**config.mk**
```make
export PLATFORM = sky130hd
export DESIGN_NAME = io_port_ctrl
export DESIGN_NICKNAME = d
export VERILOG_FILES = /design/src/rtl/io_ctrl_pkg.sv /design/src/rtl/io_out_fifo.sv /design/src/rtl/io_port_ctrl.sv
export SDC_FILE = /design/constraint.sdc
export NUM_CORES = 1
export LEC_CHECK = 0
export ABC_CLOCK_PERIOD_IN_PS = 5000
export BUFFER_PORTS_ARGS = -buffer_cell sky130_fd_sc_hd__buf_2
export CAP_MARGIN = 20
export CORE_MARGIN = 2
export CORE_UTILIZATION = 35
export CTS_CLUSTER_DIAMETER = 50
export DETAILED_ROUTE_END_ITERATION = 8
export REMOVE_ABC_BUFFERS = 1
export SLEW_MARGIN = 20
export SYNTH_ARGS = -nofsm -noshare
export SYNTH_HDL_FRONTEND = slang
export SYNTH_SLANG_ARGS = --single-unit
```
**constraint.sdc**
```tcl
create_clock -name clock -period 5 [get_ports clock]
set_input_delay 0.75 -clock clock [delete_from_list [all_inputs] [get_ports clock]]
set_output_delay 0.75 -clock clock [all_outputs]
set_load 0.03 [all_outputs]
```
**src/rtl/io_ctrl_pkg.sv**
```systemverilog
// Shared defaults and the debug status encoding for the processor I/O port controller.
package io_ctrl_pkg;

    localparam int unsigned WORD_W_DEF    = 16;
    localparam int unsigned OUT_DEPTH_DEF = 4;
    localparam int unsigned CNT_W_DEF     = 16;

    typedef enum logic [1:0] {
        RUN       = 2'd0,
        WAIT_IN   = 2'd1,
        WAIT_OUT  = 2'd2,
        WAIT_BOTH = 2'd3
    } io_state_e;

endpackage

```
**src/rtl/io_out_fifo.sv**
```systemverilog
// Synchronous output FIFO with occupancy count; DEPTH must be a power of two (>= 2).
module io_out_fifo
    import io_ctrl_pkg::*;
#(
    parameter int unsigned WIDTH = WORD_W_DEF,
    parameter int unsigned DEPTH = OUT_DEPTH_DEF,
    localparam int unsigned PW = $clog2(DEPTH),
    localparam int unsigned CW = $clog2(DEPTH + 1)
) (
    input  logic             clk_i,
    input  logic             rst_ni,
    input  logic             push_i,
    input  logic [WIDTH-1:0] data_i,
    input  logic             pop_i,
    output logic [WIDTH-1:0] data_o,
    output logic             full_o,
    output logic             empty_o,
    output logic [CW-1:0]    count_o
);

    localparam logic [CW-1:0] FULL_CNT = CW'(DEPTH);

    logic [WIDTH-1:0] mem_q [DEPTH];
    logic [PW-1:0]    head_q, head_d;
    logic [PW-1:0]    tail_q, tail_d;
    logic [CW-1:0]    count_q, count_d;
    logic             do_push, do_pop;

    assign full_o  = (count_q == FULL_CNT);
    assign empty_o = (count_q == '0);
    assign count_o = count_q;
    assign data_o  = mem_q[head_q];

    // Full is judged on the registered count, so a same-cycle pop never frees a slot for a push.
    assign do_push = push_i & ~full_o;
    assign do_pop  = pop_i & ~empty_o;

    always_comb begin
        head_d  = head_q;
        tail_d  = tail_q;
        count_d = count_q;
        if (do_push) begin
            tail_d = tail_q + PW'(1);
        end
        if (do_pop) begin
            head_d = head_q + PW'(1);
        end
        case ({do_push, do_pop})
            2'b10:   count_d = count_q + CW'(1);
            2'b01:   count_d = count_q - CW'(1);
            default: count_d = count_q;
        endcase
    end

    always_ff @(posedge clk_i or negedge rst_ni) begin
        if (!rst_ni) begin
            for (int unsigned i = 0; i < DEPTH; i++) begin
                mem_q[i] <= '0;
            end
            head_q  <= '0;
            tail_q  <= '0;
            count_q <= '0;
        end else begin
            if (do_push) begin
                mem_q[tail_q] <= data_i;
            end
            head_q  <= head_d;
            tail_q  <= tail_d;
            count_q <= count_d;
        end
    end

endmodule

```
**src/rtl/io_port_ctrl.sv**
```systemverilog
// Input holding register, output FIFO, core stall generation, stall counter and debug status
// for the 16-bit processor's read_in / write_out ports.
module io_port_ctrl
    import io_ctrl_pkg::*;
#(
    parameter int unsigned WORD_W    = WORD_W_DEF,
    parameter int unsigned OUT_DEPTH = OUT_DEPTH_DEF,
    parameter int unsigned CNT_W     = CNT_W_DEF
) (
    input  logic              clock,
    input  logic              rst,
    input  logic              core_in_req,
    output logic [WORD_W-1:0] core_in_data,
    input  logic              core_out_req,
    input  logic [WORD_W-1:0] core_out_data,
    output logic              core_stall,
    input  logic [WORD_W-1:0] ext_in_data,
    input  logic              ext_in_valid,
    output logic              ext_in_ready,
    output logic [WORD_W-1:0] ext_out_data,
    output logic              ext_out_valid,
    input  logic              ext_out_ready,
    output logic [CNT_W-1:0]  stall_count
);

    localparam int unsigned CW = $clog2(OUT_DEPTH + 1);

    logic              in_full_q, in_full_d;
    logic [WORD_W-1:0] in_buf_q, in_buf_d;
    logic [CNT_W-1:0]  stall_cnt_q, stall_cnt_d;
    io_state_e         io_state_q;

    logic              stall_in, stall_out;
    logic              out_push, out_pop;
    logic              fifo_full, fifo_empty;
    logic [CW-1:0]     out_count;

    assign ext_in_ready  = rst & ~in_full_q;
    assign core_in_data  = in_buf_q;
    assign stall_count   = stall_cnt_q;
    assign ext_out_valid = (out_count != '0);

    assign stall_in   = core_in_req & ~in_full_q;
    assign stall_out  = core_out_req & fifo_full;
    assign core_stall = stall_in | stall_out;

    // Any stall blocks both the input consume and the output push together.
    assign out_push = core_out_req & ~core_stall;
    assign out_pop  = ext_out_valid & ext_out_ready;

    io_out_fifo #(
        .WIDTH (WORD_W),
        .DEPTH (OUT_DEPTH)
    ) u_fifo (
        .clk_i   (clock),
        .rst_ni  (rst),
        .push_i  (out_push),
        .data_i  (core_out_data),
        .pop_i   (out_pop),
        .data_o  (ext_out_data),
        .full_o  (fifo_full),
        .empty_o (fifo_empty),
        .count_o (out_count)
    );

    always_comb begin
        in_full_d   = in_full_q;
        in_buf_d    = in_buf_q;
        stall_cnt_d = stall_cnt_q;
        if (core_in_req && !core_stall) begin
            in_full_d = 1'b0;
        end else if (ext_in_valid && ext_in_ready) begin
            in_full_d = 1'b1;
            in_buf_d  = ext_in_data;
        end
        if (core_stall && (stall_cnt_q != '1)) begin
            stall_cnt_d = stall_cnt_q + CNT_W'(1);
        end
    end

    always_ff @(posedge clock or negedge rst) begin
        if (!rst) begin
            in_full_q   <= 1'b0;
            in_buf_q    <= '0;
            stall_cnt_q <= '0;
        end else begin
            in_full_q   <= in_full_d;
            in_buf_q    <= in_buf_d;
            stall_cnt_q <= stall_cnt_d;
        end
    end

    always_ff @(posedge clock or negedge rst) begin
        if (!rst) begin
            io_state_q <= RUN;
        end else begin
            case ({stall_in, stall_out})
                2'b00:   io_state_q <= RUN;
                2'b10:   io_state_q <= WAIT_IN;
                2'b01:   io_state_q <= WAIT_OUT;
                default: io_state_q <= WAIT_BOTH;
            endcase
        end
    end

    a_fifo_count_sane: assert property (@(posedge clock) disable iff (!rst)
        (out_count <= CW'(OUT_DEPTH)) && (fifo_empty == (out_count == '0)));

endmodule
```
==> impl_results.md <==
- Status: finished clean
- Fin Hold WS: 372 ps
- Slowest stage cell, crit path: dfrtp_1
- Number of cell rows: 42
- Worst slew pin tran: 962 ps
- Post-CTS sizing: 0
- Crit path DAT: 2040 ps
- CTS tree: done
- Clock slew at reported path FFs: 70 ps
- Worst-path cell chain: buf_4 -> mux4_2 -> buf_2
- Vias in the first global route: 2977
- Critical path class: flop to primary output
- Drc violations: 0
- RR Endpoint: stall_count[1]
- Leak Pwr: 2.74 nW
- Fmax: between 0.3 and 0.4 GHz
- Reg2reg start: stall_count[0]
- Crit path depth: 3
- Root Driver: clkbuf_16
- Mean Syn Cell Area: 15.6 µm²
- Clock sink count: 104
- Post-DR vias/cell: between 4 and 5
- Layout Nets: between 400 and 500
- CP Capture Type: primary output
- Layout cells sized above 1: 52.4%
- Filler cell count: 1239
- Die H: 121 µm
- Setup WS pre-CTS: 2330 ps
- 1st-pass router iterations: 4
- Final setup vio count: 0
- Initial DRC count: 122
- Post-route minimum period: ~2800 ps
- MaxCap Viol Count: 0
- Core ar.: 13200 µm²
- Max FO, Critical Path: 12
- RSZ-0062 raised after global routing: false
- CTS Hold Bufs: 0
- Longest Clk Path Bufs: 2
- Mapped Cells: 305
- P&R area growth vs syn: 20.3%
- Drt wl/cell: 16.1 µm
- IO buf count: 88
- Post-DP HPWL: around 6100 µm
- EDFF count, synth: 0
- Synth warnings: 0
- Antenna cells: 0
- Critical path's top delay family: flip-flops
- Num CTS Buffers: 9
- Async SR Flop Fraction: 100%
- Worst skew pair latency: between 300 and 400 ps
- Initial antenna violation count: 0
- Setup crit start kind: flop
- Clock Skew: 6.83 ps
- DRT antenna net count: 0
- Hold Path Class: input pin to asynchronous set/reset pin
- Max-slew violation count: 0
- Slack of the critical path: 2210 ps
- Synth Cell Area: 4760 µm²
- Post-CTS setup buffers: 0
- Largest stage delay on the critical path: ~570 ps
- Gr ovfl total: 0
- Largest net degree at the start of global routing: 66
- Seq/Total Area, Yosys: 54.7%
- Final TNS setup: 0 ps
- Pwr/cell area: 705 nW/µm²
- Worst endpoint required time: 4250 ps
- Endpoints failing hold: 0
- Final Cycle Share: 55.8%
- Initial core utilization: 35.9%
- Global placement routability congestion: 0.789
- Global-route wire length before repair: 15600 µm
- Die area: 14500 µm²
- Cells on worst reg2reg path: 5
- Global Route Usage Sum: 13.9%
- Post-synthesis register bit count: 104
- Via count: around 2800
- Ys flop type: dfrtp_1
- Slack of the worst reg-to-reg path: around 2800 ps
- H-Tree Depth: 3
- Final WL: 9280 µm
- Boundary pin count: 89
- Max-slew headroom: between 30% and 40%
- Max VDD drop: roughly 0.00028 V
- WP buf/inv: 2
- Die X: approximately 120 µm
- Synth cell types: 33
## Yosys cell counts, types with 4 or more instances
master	number	area share, %
dfrtp_1	104	55
nand2_1	11	0.87
nor4_1	7	0.92
nand3_1	4	0.42
nand2_4	4	0.95
buf_6	4	0.95
nor3_1	6	0.63
mux2_2	41	9.7
nand4_1	4	0.53
inv_1	8	0.63
mux2_4	40	13
mux4_2	16	7.6
xor2_1	18	3.3
clkbuf_1	5	0.39
ha_1	6	1.6
## sequential cells by signal, summed over array words and instances (netlist names)
signal,cells
u_fifo.mem_q,64
u_fifo.head_q,2
u_fifo.count_o,3
core_in_data,16
stall_count,16
in_full_q,1
u_fifo.tail_q,2
## cell type report
class	count	area, µm²	share of cell area (%)
clock buffer	11	243	4.24
clock inverter	5	104	1.81
inverter	8	30.0	0.525
multi-input combinational	182	2060	36.0
sequential	104	2600	45.5
tap	176	220	3.85
timing repair buffer	91	465	8.13
## placed cells by master (no fill, tap or decap), types with 8 or more instances in the layout
cell,synthesis,layout
mux4_2,16,16
clkbuf_16,0,9
buf_2,2,87
xor2_1,18,18
nand2_1,11,11
inv_1,8,8
mux2_2,41,41
dfrtp_1,104,104
mux2_4,40,40
## routing by layer
| layer | GRT usage, % | wire (µm) |
|---|---|---|
| met1 | 18.3 | 4140 |
| met2 | 21.8 | 4490 |
| met3 | 4.58 | 532 |
| met4 | 4.36 | 117 |
| met5 | 0 | 0 |
## worst max-delay path by stage
stage	from	end	slack, ps
2_1_floorplan	core_in_req	core_stall	2280
5_1_grt	u_fifo.head_q[0]	ext_out_data[0]	2080
4_1_cts	u_fifo.head_q[0]	ext_out_data[12]	2140
6_report	u_fifo.head_q[0]	ext_out_data[12]	2210
3_5_place_dp	core_in_req	u_fifo.count_o[2]	2330
3_3_place_gp	core_in_req	u_fifo.count_o[2]	2420
## through the flow
| step | area, µm² | utilization, % | instances | total power, W |
|---|---|---|---|---|
| after floorplan | 4690 | - | 294 | 0.00280 |
| after global placement | 5380 | 40.6 | 561 | 0.00321 |
| after detailed placement | 5380 | 40.6 | 561 | 0.00327 |
| after CTS | 5720 | 43.2 | 577 | 0.00410 |
| after global routing | 5720 | 43.2 | 577 | 0.00429 |
| final | 5720 | 43.2 | 577 | 0.00404 |
## report_power, final
part	total (W)	internal [W]	leakage [nW]	switching, W
Clock	0.000805	0.000503	0.170	0.000302
Combinational	0.00173	0.000843	1.34	0.000892
Sequential	0.00150	0.00122	1.23	0.000281
Total	0.00404	0.00256	2.74	0.00148
## cells by family (layout without fill, tap and decap cells)
kind of cell,after synthesis,after routing,share of synthesized area [%]
multiplexers,98,98,30.1
XOR/XNOR,21,21,3.86
adder cells (fa/ha/maj),7,7,2.00
buffers and inverters,19,115,2.18
flip-flops,104,104,54.7
AO/OA/AOI/OAI,5,5,0.868
AND/OR/NAND/NOR,51,51,6.31
(Power assumes the default switching activity.)
